==> src/rtl/temac_miim_master_if.sv <==
`default_nettype none
// ---------------------------------------------------------------------------
// temac_miim_master_if : host-side MIIM request/response bundle (rev 1.0)
// HOSTPRESUP exists only when TEMAC_MIIM_PRESUP_EN is defined.
// ---------------------------------------------------------------------------
interface temac_miim_master_if #(
   parameter int NUM_CH = 2
);
   localparam int CH_W = (NUM_CH > 1) ? $clog2(NUM_CH) : 1;

   logic            HOSTREQ;
   logic            HOSTMIIMSEL;
   logic [1:0]      HOSTOPCODE;
   logic [9:0]      HOSTADDR;
   logic [CH_W-1:0] HOSTCHSEL;
   logic [15:0]     HOSTWRDATA;
   logic            HOSTMIIMRDY;
   logic [15:0]     HOSTRDDATA;
   logic            HOSTMIIMERR;
`ifdef TEMAC_MIIM_PRESUP_EN
   logic            HOSTPRESUP;
`endif

   modport master (
      output HOSTREQ, HOSTMIIMSEL, HOSTOPCODE, HOSTADDR, HOSTCHSEL, HOSTWRDATA,
`ifdef TEMAC_MIIM_PRESUP_EN
      output HOSTPRESUP,
`endif
      input  HOSTMIIMRDY, HOSTRDDATA, HOSTMIIMERR
   );

   modport slave (
      input  HOSTREQ, HOSTMIIMSEL, HOSTOPCODE, HOSTADDR, HOSTCHSEL, HOSTWRDATA,
`ifdef TEMAC_MIIM_PRESUP_EN
      input  HOSTPRESUP,
`endif
      output HOSTMIIMRDY, HOSTRDDATA, HOSTMIIMERR
   );
endinterface
`default_nettype wire

==> src/rtl/temac_miim_master.sv <==
`default_nettype none
// ---------------------------------------------------------------------------
// temac_miim_master : clause-22 MDIO master over NUM_CH PHY ports (rev 1.0)
// Optional preamble suppression via TEMAC_MIIM_PRESUP_EN.
// ---------------------------------------------------------------------------
module temac_miim_master #(
   parameter int NUM_CH       = 2,
   parameter int CLK_DIV      = 10,
   parameter int PREAMBLE_LEN = 32
) (
   input  wire logic              HOSTCLK,
   input  wire logic              RESET,
   temac_miim_master_if.slave     host,
   output logic [NUM_CH-1:0]      PHYMDC,
   output logic [NUM_CH-1:0]      PHYMDOUT,
   output logic [NUM_CH-1:0]      PHYMDTRI,
   input  wire logic [NUM_CH-1:0] PHYMDIN
);
   localparam int              CH_W     = (NUM_CH > 1) ? $clog2(NUM_CH) : 1;
   localparam int              DIV_W    = $clog2(CLK_DIV);
   localparam logic [DIV_W-1:0] DIV_LAST = DIV_W'(CLK_DIV - 1);
   localparam logic [5:0]      PRE_LAST = 6'(PREAMBLE_LEN - 1);
   localparam logic [CH_W:0]   CH_LIMIT = (CH_W + 1)'(NUM_CH);

   typedef enum logic [1:0] {
      S_IDLE  = 2'd0,
      S_PRE   = 2'd1,
      S_FRAME = 2'd2
   } state_t;

   state_t            state_q, state_d;
   logic [DIV_W-1:0]  div_q, div_d;
   logic [5:0]        bit_q, bit_d;
   logic              mdc_q, mdc_d;
   logic              mdo_q, mdo_d;
   logic              tri_q, tri_d;
   logic [CH_W-1:0]   ch_q, ch_d;
   logic              rd_op_q, rd_op_d;
   logic [31:0]       frame_q, frame_d;
   logic [15:0]       rsh_q, rsh_d;
   logic              ta_err_q, ta_err_d;
   logic              rdy_q, rdy_d;
   logic [15:0]       rddata_q, rddata_d;
   logic              err_q, err_d;
   logic [NUM_CH-1:0] phy_mdc_q, phy_mdc_d;
   logic [NUM_CH-1:0] phy_mdo_q, phy_mdo_d;
   logic [NUM_CH-1:0] phy_tri_q, phy_tri_d;

   logic              w_presup;
   logic              w_valid_op;
   logic              w_req;
   logic              w_ch_ok;
   logic              w_mdin;
   logic              w_is_rd;
   logic [31:0]       w_frame;

`ifdef TEMAC_MIIM_PRESUP_EN
   assign w_presup = host.HOSTPRESUP;
`else
   assign w_presup = 1'b0;
`endif

   assign w_valid_op = (host.HOSTOPCODE == 2'b01) || (host.HOSTOPCODE == 2'b10);
   assign w_req      = host.HOSTREQ & host.HOSTMIIMSEL & rdy_q & w_valid_op;
   assign w_ch_ok    = ({1'b0, host.HOSTCHSEL} < CH_LIMIT);
   assign w_mdin     = PHYMDIN[ch_q];
   assign w_is_rd    = host.HOSTOPCODE[1];
   // Reads park TA/DATA at 1; those bits go out while MDIO is released.
   assign w_frame    = {2'b01, host.HOSTOPCODE, host.HOSTADDR,
                        w_is_rd ? 2'b11 : 2'b10,
                        w_is_rd ? 16'hFFFF : host.HOSTWRDATA};

   always_comb begin
      state_d   = state_q;
      div_d     = div_q;
      bit_d     = bit_q;
      mdc_d     = mdc_q;
      mdo_d     = mdo_q;
      tri_d     = tri_q;
      ch_d      = ch_q;
      rd_op_d   = rd_op_q;
      frame_d   = frame_q;
      rsh_d     = rsh_q;
      ta_err_d  = ta_err_q;
      rdy_d     = rdy_q;
      rddata_d  = rddata_q;
      err_d     = err_q;
      phy_mdc_d = '0;
      phy_mdo_d = '1;
      phy_tri_d = '1;

      case (state_q)
         S_IDLE: begin
            if (w_req) begin
               if (w_ch_ok) begin
                  ch_d     = host.HOSTCHSEL;
                  rd_op_d  = w_is_rd;
                  frame_d  = w_frame;
                  rsh_d    = '0;
                  ta_err_d = 1'b0;
                  div_d    = '0;
                  bit_d    = '0;
                  mdc_d    = 1'b0;
                  tri_d    = 1'b0;
                  rdy_d    = 1'b0;
                  err_d    = 1'b0;
                  if (w_presup) begin
                     state_d = S_FRAME;
                     mdo_d   = w_frame[31];
                  end else begin
                     state_d = S_PRE;
                     mdo_d   = 1'b1;
                  end
               end else begin
                  err_d = 1'b1;
               end
            end
         end
         default: begin
            if (div_q != DIV_LAST) begin
               div_d = div_q + 1'b1;
            end else begin
               div_d = '0;
               if (!mdc_q) begin
                  // Rising MDC edge: PHY data is sampled here.
                  mdc_d = 1'b1;
                  if ((state_q == S_FRAME) && rd_op_q) begin
                     if (bit_q == 6'd15) ta_err_d = w_mdin;
                     if (bit_q >= 6'd16) rsh_d = {rsh_q[14:0], w_mdin};
                  end
               end else begin
                  mdc_d = 1'b0;
                  if (state_q == S_PRE) begin
                     if (bit_q == PRE_LAST) begin
                        state_d = S_FRAME;
                        bit_d   = '0;
                        mdo_d   = frame_q[31];
                     end else begin
                        bit_d = bit_q + 1'b1;
                     end
                  end else if (bit_q == 6'd31) begin
                     state_d = S_IDLE;
                     bit_d   = '0;
                     rdy_d   = 1'b1;
                     mdo_d   = 1'b1;
                     tri_d   = 1'b1;
                     if (rd_op_q) begin
                        rddata_d = rsh_q;
                        err_d    = ta_err_q;
                     end
                  end else begin
                     bit_d   = bit_q + 1'b1;
                     frame_d = {frame_q[30:0], 1'b1};
                     mdo_d   = frame_q[30];
                     // Bit 14 is TA[0]: reads hand MDIO to the PHY from here.
                     if (rd_op_q && (bit_q == 6'd13)) tri_d = 1'b1;
                  end
               end
            end
         end
      endcase

      for (int i = 0; i < NUM_CH; i++) begin
         if ((state_d != S_IDLE) && (ch_d == CH_W'(i))) begin
            phy_mdc_d[i] = mdc_d;
            phy_mdo_d[i] = mdo_d;
            phy_tri_d[i] = tri_d;
         end
      end
   end

   always_ff @(posedge HOSTCLK or posedge RESET) begin
      if (RESET) begin
         state_q   <= S_IDLE;
         div_q     <= '0;
         bit_q     <= '0;
         mdc_q     <= 1'b0;
         mdo_q     <= 1'b1;
         tri_q     <= 1'b1;
         ch_q      <= '0;
         rd_op_q   <= 1'b0;
         frame_q   <= '0;
         rsh_q     <= '0;
         ta_err_q  <= 1'b0;
         rdy_q     <= 1'b1;
         rddata_q  <= '0;
         err_q     <= 1'b0;
         phy_mdc_q <= '0;
         phy_mdo_q <= '1;
         phy_tri_q <= '1;
      end else begin
         state_q   <= state_d;
         div_q     <= div_d;
         bit_q     <= bit_d;
         mdc_q     <= mdc_d;
         mdo_q     <= mdo_d;
         tri_q     <= tri_d;
         ch_q      <= ch_d;
         rd_op_q   <= rd_op_d;
         frame_q   <= frame_d;
         rsh_q     <= rsh_d;
         ta_err_q  <= ta_err_d;
         rdy_q     <= rdy_d;
         rddata_q  <= rddata_d;
         err_q     <= err_d;
         phy_mdc_q <= phy_mdc_d;
         phy_mdo_q <= phy_mdo_d;
         phy_tri_q <= phy_tri_d;
      end
   end

   assign host.HOSTMIIMRDY = rdy_q;
   assign host.HOSTRDDATA  = rddata_q;
   assign host.HOSTMIIMERR = err_q;
   assign PHYMDC           = phy_mdc_q;
   assign PHYMDOUT         = phy_mdo_q;
   assign PHYMDTRI         = phy_tri_q;
endmodule
`default_nettype wire

==> src/flat_wrapper.sv <==
// flat-port wrapper written by rule: the top's interface ports become plain ports
module temac_miim_master_flat 
#(
   parameter int NUM_CH       = 2,
   parameter int CLK_DIV      = 10,
   parameter int PREAMBLE_LEN = 32
)
  (HOSTCLK, RESET, PHYMDC, PHYMDOUT, PHYMDTRI, PHYMDIN, host_HOSTREQ, host_HOSTMIIMSEL, host_HOSTOPCODE, host_HOSTADDR, host_HOSTCHSEL, host_HOSTWRDATA, host_HOSTMIIMRDY, host_HOSTRDDATA, host_HOSTMIIMERR);
  temac_miim_master_if #(.NUM_CH(NUM_CH)) host_i ();
  input  wire logic HOSTCLK;
  input  wire logic RESET;
  output logic [NUM_CH-1:0] PHYMDC;
  output logic [NUM_CH-1:0] PHYMDOUT;
  output logic [NUM_CH-1:0] PHYMDTRI;
  input  wire logic [NUM_CH-1:0] PHYMDIN;
  input wire logic [$bits(host_i.HOSTREQ)-1:0] host_HOSTREQ;
  input wire logic [$bits(host_i.HOSTMIIMSEL)-1:0] host_HOSTMIIMSEL;
  input wire logic [$bits(host_i.HOSTOPCODE)-1:0] host_HOSTOPCODE;
  input wire logic [$bits(host_i.HOSTADDR)-1:0] host_HOSTADDR;
  input wire logic [$bits(host_i.HOSTCHSEL)-1:0] host_HOSTCHSEL;
  input wire logic [$bits(host_i.HOSTWRDATA)-1:0] host_HOSTWRDATA;
  output wire logic [$bits(host_i.HOSTMIIMRDY)-1:0] host_HOSTMIIMRDY;
  output wire logic [$bits(host_i.HOSTRDDATA)-1:0] host_HOSTRDDATA;
  output wire logic [$bits(host_i.HOSTMIIMERR)-1:0] host_HOSTMIIMERR;
  assign host_i.HOSTREQ = host_HOSTREQ;
  assign host_i.HOSTMIIMSEL = host_HOSTMIIMSEL;
  assign host_i.HOSTOPCODE = host_HOSTOPCODE;
  assign host_i.HOSTADDR = host_HOSTADDR;
  assign host_i.HOSTCHSEL = host_HOSTCHSEL;
  assign host_i.HOSTWRDATA = host_HOSTWRDATA;
  assign host_HOSTMIIMRDY = host_i.HOSTMIIMRDY;
  assign host_HOSTRDDATA = host_i.HOSTRDDATA;
  assign host_HOSTMIIMERR = host_i.HOSTMIIMERR;
  temac_miim_master #(.NUM_CH(NUM_CH), .CLK_DIV(CLK_DIV), .PREAMBLE_LEN(PREAMBLE_LEN)) u_core (.HOSTCLK(HOSTCLK), .RESET(RESET), .host(host_i), .PHYMDC(PHYMDC), .PHYMDOUT(PHYMDOUT), .PHYMDTRI(PHYMDTRI), .PHYMDIN(PHYMDIN));
endmodule
==> config.mk <==
export PLATFORM = sky130hd
export DESIGN_NAME = temac_miim_master_flat
export DESIGN_NICKNAME = d
export VERILOG_FILES = /design/src/rtl/temac_miim_master_if.sv /design/src/rtl/temac_miim_master.sv /design/src/flat_wrapper.sv
export SDC_FILE = /design/constraint.sdc
export NUM_CORES = 1
export LEC_CHECK = 0
export ABC_AREA = 1
export CAP_MARGIN = 5
export CELL_PAD_IN_SITES_DETAIL_PLACEMENT = 1
export CELL_PAD_IN_SITES_GLOBAL_PLACEMENT = 2
export CORE_UTILIZATION = 25
export DETAILED_ROUTE_END_ITERATION = 8
export GPL_TIMING_DRIVEN = 0
export PLACE_DENSITY_LB_ADDON = 0.1
export REMOVE_ABC_BUFFERS = 1
export SETUP_SLACK_MARGIN = 0.2
export SLEW_MARGIN = 10
export SYNTH_ARGS = -nofsm -noshare
export SYNTH_HDL_FRONTEND = slang
export SYNTH_SLANG_ARGS = --single-unit
==> constraint.sdc <==
create_clock -name HOSTCLK -period 4.1 [get_ports HOSTCLK]
set_input_delay 0.82 -clock HOSTCLK [delete_from_list [all_inputs] [get_ports HOSTCLK]]
set_output_delay 0.82 -clock HOSTCLK [all_outputs]
set_load 0.1 [all_outputs]
==> results.py, run 1 <==
metrics = {
    "setup_path": {
        "crit_path_end_kind": "flop",
        "cp_num_buf_inv": 1,
        "path_cells": "nor2_4, inv_1, nand2_1, nand2_1, o21ai_0",
        "critPathLaunchType": "flop",
        "cpMaxStageDelayCell": "nor2_4",
        "crit_fanout": 31,
        "required_ns": 4.35,
        "crit_arrival_ns": 3.25,
        "cp_top_family": "simple AND/OR/NAND/NOR gates",
        "worstSetupPathType": "flop to flop",
        "cpMostUsedCell": "nand2_1",
        "cp_slowest_stage_delay_ns": 0.62,
    },
    "final_layout": {
        "drive_above_1_share_pct": 10.6,
        "nets": 571,
        "fin_area_um2": 5260,
        "insertedDiodeCount": 0,
        "fin_util_pct": 32.6,
        "syn2layout_area_growth_pct": 25.8,
    },
    "global_routing": {
        "overflow": 0,
        "grt_pass1_vias": 3399,
        "grt.met3_usage_pct": 3.36,
        "grt_usage_pct": 12.4,
        "grt_util_met2_pct": 19.9,
        "grt_max_degree": 51,
        "grt_pass1_wl_um": 17100,
        "grt-busiest-layer": "met2",
        "antenna_found_initial": 0,
        "grt_use_met1_pct": 15.7,
    },
    "timing": {
        "tns_ns": 0,
        "finClkSkew_ns": 0.00768,
        "setup_viol_count_final": 0,
        "tightest_slew_ns": 1.15,
        "relSlewSlack_pct": 23.2,
        "max_freq_mhz": 333,
        "period_share_pct": 73.2,
        "slew_viol_final": 0,
        "period_needed_ns": 3.00,
        "hold_viol": 0,
        "rsz0062_at_grt": "false",
        "postLayoutSetupSlackWorst_ns": 1.10,
    },
    "die": {
        "die_h_um": 131,
        "rows": 46,
        "ios": 59,
        "die-area_um2": 17200,
        "core_area_um2": 16100,
        "fp.dieW_um": 131,
        "initial_core_util_pct": 25.9,
    },
    "logic_synthesis": {
        "ys_ff_latch": 90,
        "avgSynthCellArea_um2": 8.69,
        "yosysSeqAreaShare_pct": 54.1,
        "ys_warn_count": 0,
        "synth_cells": 481,
        "synth_area_um2": 4180,
        "synth_cell_types": 35,
    },
    "power": {
        "irDropWorstVdd_mv": 0.167,
        "total_leakage_power_nw": 2.24,
        "power_per_cell_area_nw_per_um2": 346,
    },
    "clocking": {
        "cts_tree": "built",
        "clk_latency_ns": 0.35,
        "htreeDepth": 3,
        "clock_path_buffers": 2,
        "holdBufCountCts": 0,
        "cts_buffers": 9,
        "path_clk_slew_ns": 0.07,
        "cts_setup_buffers": 0,
        "clockRootBuffer": "clkbuf_16",
        "clkSinkCount": 90,
    },
    "routing": {
        "dr.pass1.iters": 4,
        "num_vias": 3227,
        "drt-initial-drc-count": 104,
        "route.detailed.drc": 0,
        "ant_nets": 0,
        "routed_wl_um": 10100,
        "wire_per_inst_um": 13.4,
        "viasPerCell": 4.29,
    },
    "place": {
        "port_buffers": 58,
        "place_ws_ns": 0.596,
        "placed_cell_area_um2": 4940,
        "hpwl_um": 6500,
        "gp_congestion": 0.702,
    },
    "run": {
        "max_cap_violations": 0,
    },
    "outcome": {
        "status": "finished, final reports clean",
    },
    "min_path": {
        "min_path_type": "flop to flop",
    },
}
## through the flow
| stage | std cells | power [mW] | hold WS, ns |
|---|---|---|---|
| 6_report | 753 | 1.82 | 0.478 |
| 5_1_grt | 753 | 1.89 | 0.509 |
| 4_1_cts | 752 | 1.86 | 0.476 |
| 3_5_place_dp | 736 | 0.970 | 0.460 |
| 3_3_place_gp | 735 | 0.966 | 0.457 |
| 2_1_floorplan | 461 | 0.925 | 0.442 |
## Yosys cell counts
library cell	count	area [um^2]
a21oi_1	9	45.0
a21oi_2	2	17.5
buf_2	11	55.1
buf_4	3	22.5
buf_6	3	33.8
clkbuf_1	2	7.51
clkbuf_2	1	5.00
dfrtp_1	83	2080
dfstp_2	7	184
ha_1	4	50.1
inv_1	54	203
inv_2	1	3.75
inv_6	1	8.76
mux2i_1	1	10.0
nand2_1	143	537
nand2_2	3	18.8
nand2_4	1	11.3
nand2_8	1	20.0
nand3_1	15	75.1
nand3_2	2	20.0
nand3_4	1	17.5
nand4_1	1	6.26
nor2_1	17	63.8
nor2_2	1	6.26
nor2_4	4	45.0
nor3_1	1	5.00
nor3_4	1	16.3
nor3b_1	1	7.51
o21a_1	1	7.51
o21ai_0	53	265
o21ai_1	21	105
o21ai_2	11	96.3
o22ai_1	18	113
or2_2	2	12.5
xnor2_1	1	8.76
## path summary, 6_finish.rpt
path / cells past startpoint / to / slack [ns] / start
min reg2reg: 2 / u_core.frame_q[29] / 0.48 / u_core.frame_q[29]
max in group asynchronous: 3 / u_core.mdo_q / 2.51 / RESET
max reg2reg: 5 / u_core.rsh_q[14] / 1.10 / u_core.state_q[0]
min in group asynchronous: 2 / u_core.frame_q[11] / 0.89 / RESET
min: 2 / u_core.frame_q[29] / 0.48 / u_core.frame_q[29]
max: 5 / u_core.rsh_q[14] / 1.10 / u_core.state_q[0]
## cell families after synthesis
family          Yosys count  share of synthesized area [%]
simple gates            194                           20.6
flops                    90                           54.1
xor+xnor                  1                          0.210
buf+inv                  76                           8.11
compound gates          115                           15.5
mux                       1                          0.239
fa+ha+maj                 4                           1.20
## placed cells by master, fill, tap and decap left out, drive strengths merged
cell / instances
a21oi: 11
or2: 2
clkdlybuf4s50: 58
nand3: 18
o22ai: 18
nor2: 23
clkbuf: 11
nand4: 1
ha: 4
buf: 1
xnor2: 1
clkinv: 2
dfrtp: 83
inv: 56
dfstp: 7
nand2: 148
clkinvlp: 2
o21ai: 85
bufinv: 1
nor3: 2
o21a: 1
nor3b: 1
mux2i: 1
## sequential cells by signal, indices dropped and copies added, names as in the netlist
| signal | count |
|---|---|
| u_core.ch_q | 1 |
| u_core.PHYMDOUT | 2 |
| u_core.rd_op_q | 1 |
| u_core.div_q | 4 |
| u_core.host.HOSTMIIMRDY | 1 |
| u_core.PHYMDC | 2 |
| u_core.PHYMDTRI | 2 |
| u_core.mdc_q | 1 |
| u_core.frame_q | 32 |
| u_core.host.HOSTRDDATA | 16 |
| u_core.tri_q | 1 |
| u_core.state_q | 2 |
| u_core.rsh_q | 16 |
| u_core.mdo_q | 1 |
| u_core.ta_err_q | 1 |
| u_core.bit_q | 6 |
| u_core.host.HOSTMIIMERR | 1 |
## per-layer routing
layer,up-vias,part of all wire [%]
met5,-,0
met4,0,1.8
met3,12,4.1
met2,46,45
met1,1524,49
li1,1645,-
## power breakdown
group	internal, mW	switching, mW	total [mW]
logic	0.0336	0.0279	0.0615
registers	0.889	0.000494	0.890
clock network	0.508	0.361	0.869
## repair_timing
action,in CTS,in global routing
endpoints found under the hold margin,0,0
setup endpoints to repair,0,7
resized for setup,0,0
## cell type report
class / count / area (um^2)
clock buffer: 11 / 253
timing repair buffer: 59 / 608
sequential: 90 / 2260
clock inverter: 5 / 62.6
inverter: 56 / 218
tap: 216 / 270
fill: 1891 / 10900
multi-input combinational: 316 / 1590
## worst register-to-register path, stage by stage, from the launching register on
cell     delay (ns)
dfrtp_1        0.51
nor2_4         0.62
inv_1          0.62
nand2_1        0.25
nand2_1        0.52
o21ai_0        0.39
No activity file was read; power rests on OpenSTA's default activity.
==> run 2: changes to the inputs <==
Clock period 4.1 ns to 3.1 ns, I/O delays scaled along.
==> run 2 against run 1 <==
  * First-iteration DRC count is 13% lower
  * Register-to-register slack lost 0.50 ns
  * Combinational power up 33%
  * Utilization rose by 0.11 points
  * Sequential share of layout area is 0.14 points lower
  * Non-clock buffer count unchanged
  * Clock skew up 0.0014 ns
  * Global-route usage increased by 0.61 points
  * Cell count is 0.27% higher
  * Sequential power up 33%
  * Clock power rose by 32%
  * Flip-flop and latch count unchanged
  * Critical path type is now flop to output pin
  * Largest cell class unchanged
  * Largest power group unchanged
  * Highest routed layer unchanged
==> results.py, run 2 (synthesis results as in run 1) <==
metrics = {
    "die": {
        "fp.dieW_um": 131,
        "rows": 46,
        "die_h_um": 131,
        "initial_core_util_pct": 25.9,
        "ios": 59,
        "core_area_um2": 16100,
        "die-area_um2": 17200,
    },
    "timing": {
        "tightest_slew_ns": 1.18,
        "period_share_pct": 85.4,
        "rsz0062_at_grt": "false",
        "finClkSkew_ns": 0.00904,
        "hold_viol": 0,
        "setup_viol_count_final": 0,
        "slew_viol_final": 0,
        "tns_ns": 0,
        "period_needed_ns": 2.65,
        "relSlewSlack_pct": 21.5,
        "max_freq_mhz": 378,
    },
    "routing": {
        "route.detailed.drc": 0,
        "drt-initial-drc-count": 91,
        "dr.pass1.iters": 4,
        "viasPerCell": 4.27,
        "wire_per_inst_um": 13.5,
        "routed_wl_um": 10200,
        "ant_nets": 0,
        "num_vias": 3222,
    },
    "run": {
        "max_cap_violations": 0,
    },
    "clocking": {
        "clk_latency_ns": 0.35,
        "clockRootBuffer": "clkbuf_16",
        "clock_path_buffers": 2,
        "cts_tree": "built",
        "clkSinkCount": 90,
        "path_clk_slew_ns": 0.06,
        "cts_buffers": 9,
        "htreeDepth": 3,
    },
    "setup_path": {
        "worst-r2r-setup-slack_ns": 0.60,
        "crit_arrival_ns": 2.03,
        "crit_fanout": 3,
        "worstSetupPathType": "flop to output pin",
        "critPathLaunchType": "flop",
        "crit_cells": 1,
        "cp_top_family": "buffers and inverters",
        "cp_slowest_stage_delay_ns": 1.13,
        "reg2regPathDepth": 7,
        "required_ns": 2.48,
        "crit_path_end_kind": "output pin",
        "cpMaxStageDelayCell": "clkdlybuf4s50_1",
        "path_cells": "clkdlybuf4s50_1",
        "cp_num_buf_inv": 1,
    },
    "place": {
        "hpwl_um": 6500,
        "dp_cells": 736,
        "port_buffers": 58,
        "gp_congestion": 0.702,
        "placed_cell_area_um2": 4940,
    },
    "global_routing": {
        "overflow": 0,
        "grt_usage_pct": 13.0,
        "grt_pass1_wl_um": 17700,
        "antenna_found_initial": 0,
        "grt_max_degree": 50,
        "grt_pass1_vias": 3437,
    },
    "final_layout": {
        "insertedDiodeCount": 0,
        "fin_cells": 755,
        "syn2layout_area_growth_pct": 26.2,
        "largest_reg_flops": 32,
        "final_cell_mix": "142 x nand2_1, 83 x dfrtp_1, 58 x clkdlybuf4s50_1, 53 x o21ai_0, 52 x inv_1",
        "drive_above_1_share_pct": 11.3,
        "fin_area_um2": 5280,
        "final_common_cell": "nand2_1",
        "fin_util_pct": 32.7,
        "top_register": "u_core.frame_q",
        "nets": 573,
    },
    "min_path": {
        "min_path_type": "flop to flop",
        "holdPathStages": 2,
    },
    "power": {
        "power.total_mw": 2.41,
        "irDropWorstVdd_mv": 0.218,
        "total_leakage_power_nw": 2.24,
        "power_per_cell_area_nw_per_um2": 456,
    },
    "outcome": {
        "status": "finished, final reports clean",
    },
}
[run 2: what timing repair did]
| action | 4_1_cts | 5_1_grt |
|---|---|---|
| hold buffers | 0 | 0 |
| pin swaps | 1 | 0 |
| cloned | 3 | 0 |
| setup endpoints to repair | 43 | 15 |
| gates resized for setup | 1 | 1 |
| hold endpoints to repair | 0 | 0 |
| setup buffers | 0 | 0 |
[run 2: final cells by class]
| cell class | count | area, um^2 |
|---|---|---|
| clock buffer | 11 | 253 |
| multi-input combinational | 317 | 1600 |
| inverter | 56 | 221 |
| fill | 1887 | 10800 |
| tap | 216 | 270 |
| clock inverter | 5 | 62.6 |
| timing repair buffer | 59 | 608 |
| timing repair inverter | 1 | 5.00 |
| sequential | 90 | 2260 |
[run 2: worst paths after layout]
kind,from,end
worst max-delay path,u_core.host.HOSTMIIMRDY,host_HOSTMIIMRDY
worst min-delay path,u_core.frame_q[29],u_core.frame_q[29]
worst max register to register,u_core.state_q[0],u_core.PHYMDC[0]
worst min register to register,u_core.frame_q[29],u_core.frame_q[29]
max in group asynchronous,RESET,u_core.mdo_q
min in group asynchronous,RESET,u_core.frame_q[11]
[run 2: metrics by stage]
stage	hold WS, ns	worst slack [ns]
final	0.478	0.451
after detailed placement	0.460	-0.404
after CTS	0.476	0.357
after global placement	0.457	-1.58
after global routing	0.509	0.383
after floorplan	0.442	0.156
[run 2: power breakdown]
part	internal [mW]	switching [mW]	total, mW	leakage, nW
Sequential	1.18	0.000653	1.18	1.11
Clock	0.672	0.476	1.15	0.148
Combinational	0.0444	0.0371	0.0816	0.982
[run 2: per-layer routing]
layer | track usage (%) | wire length [um]
met3 | 3.28 | 359
met1 | 16.8 | 5060
met4 | 5.43 | 160
met2 | 20.8 | 4650
met5 | 0 | 0
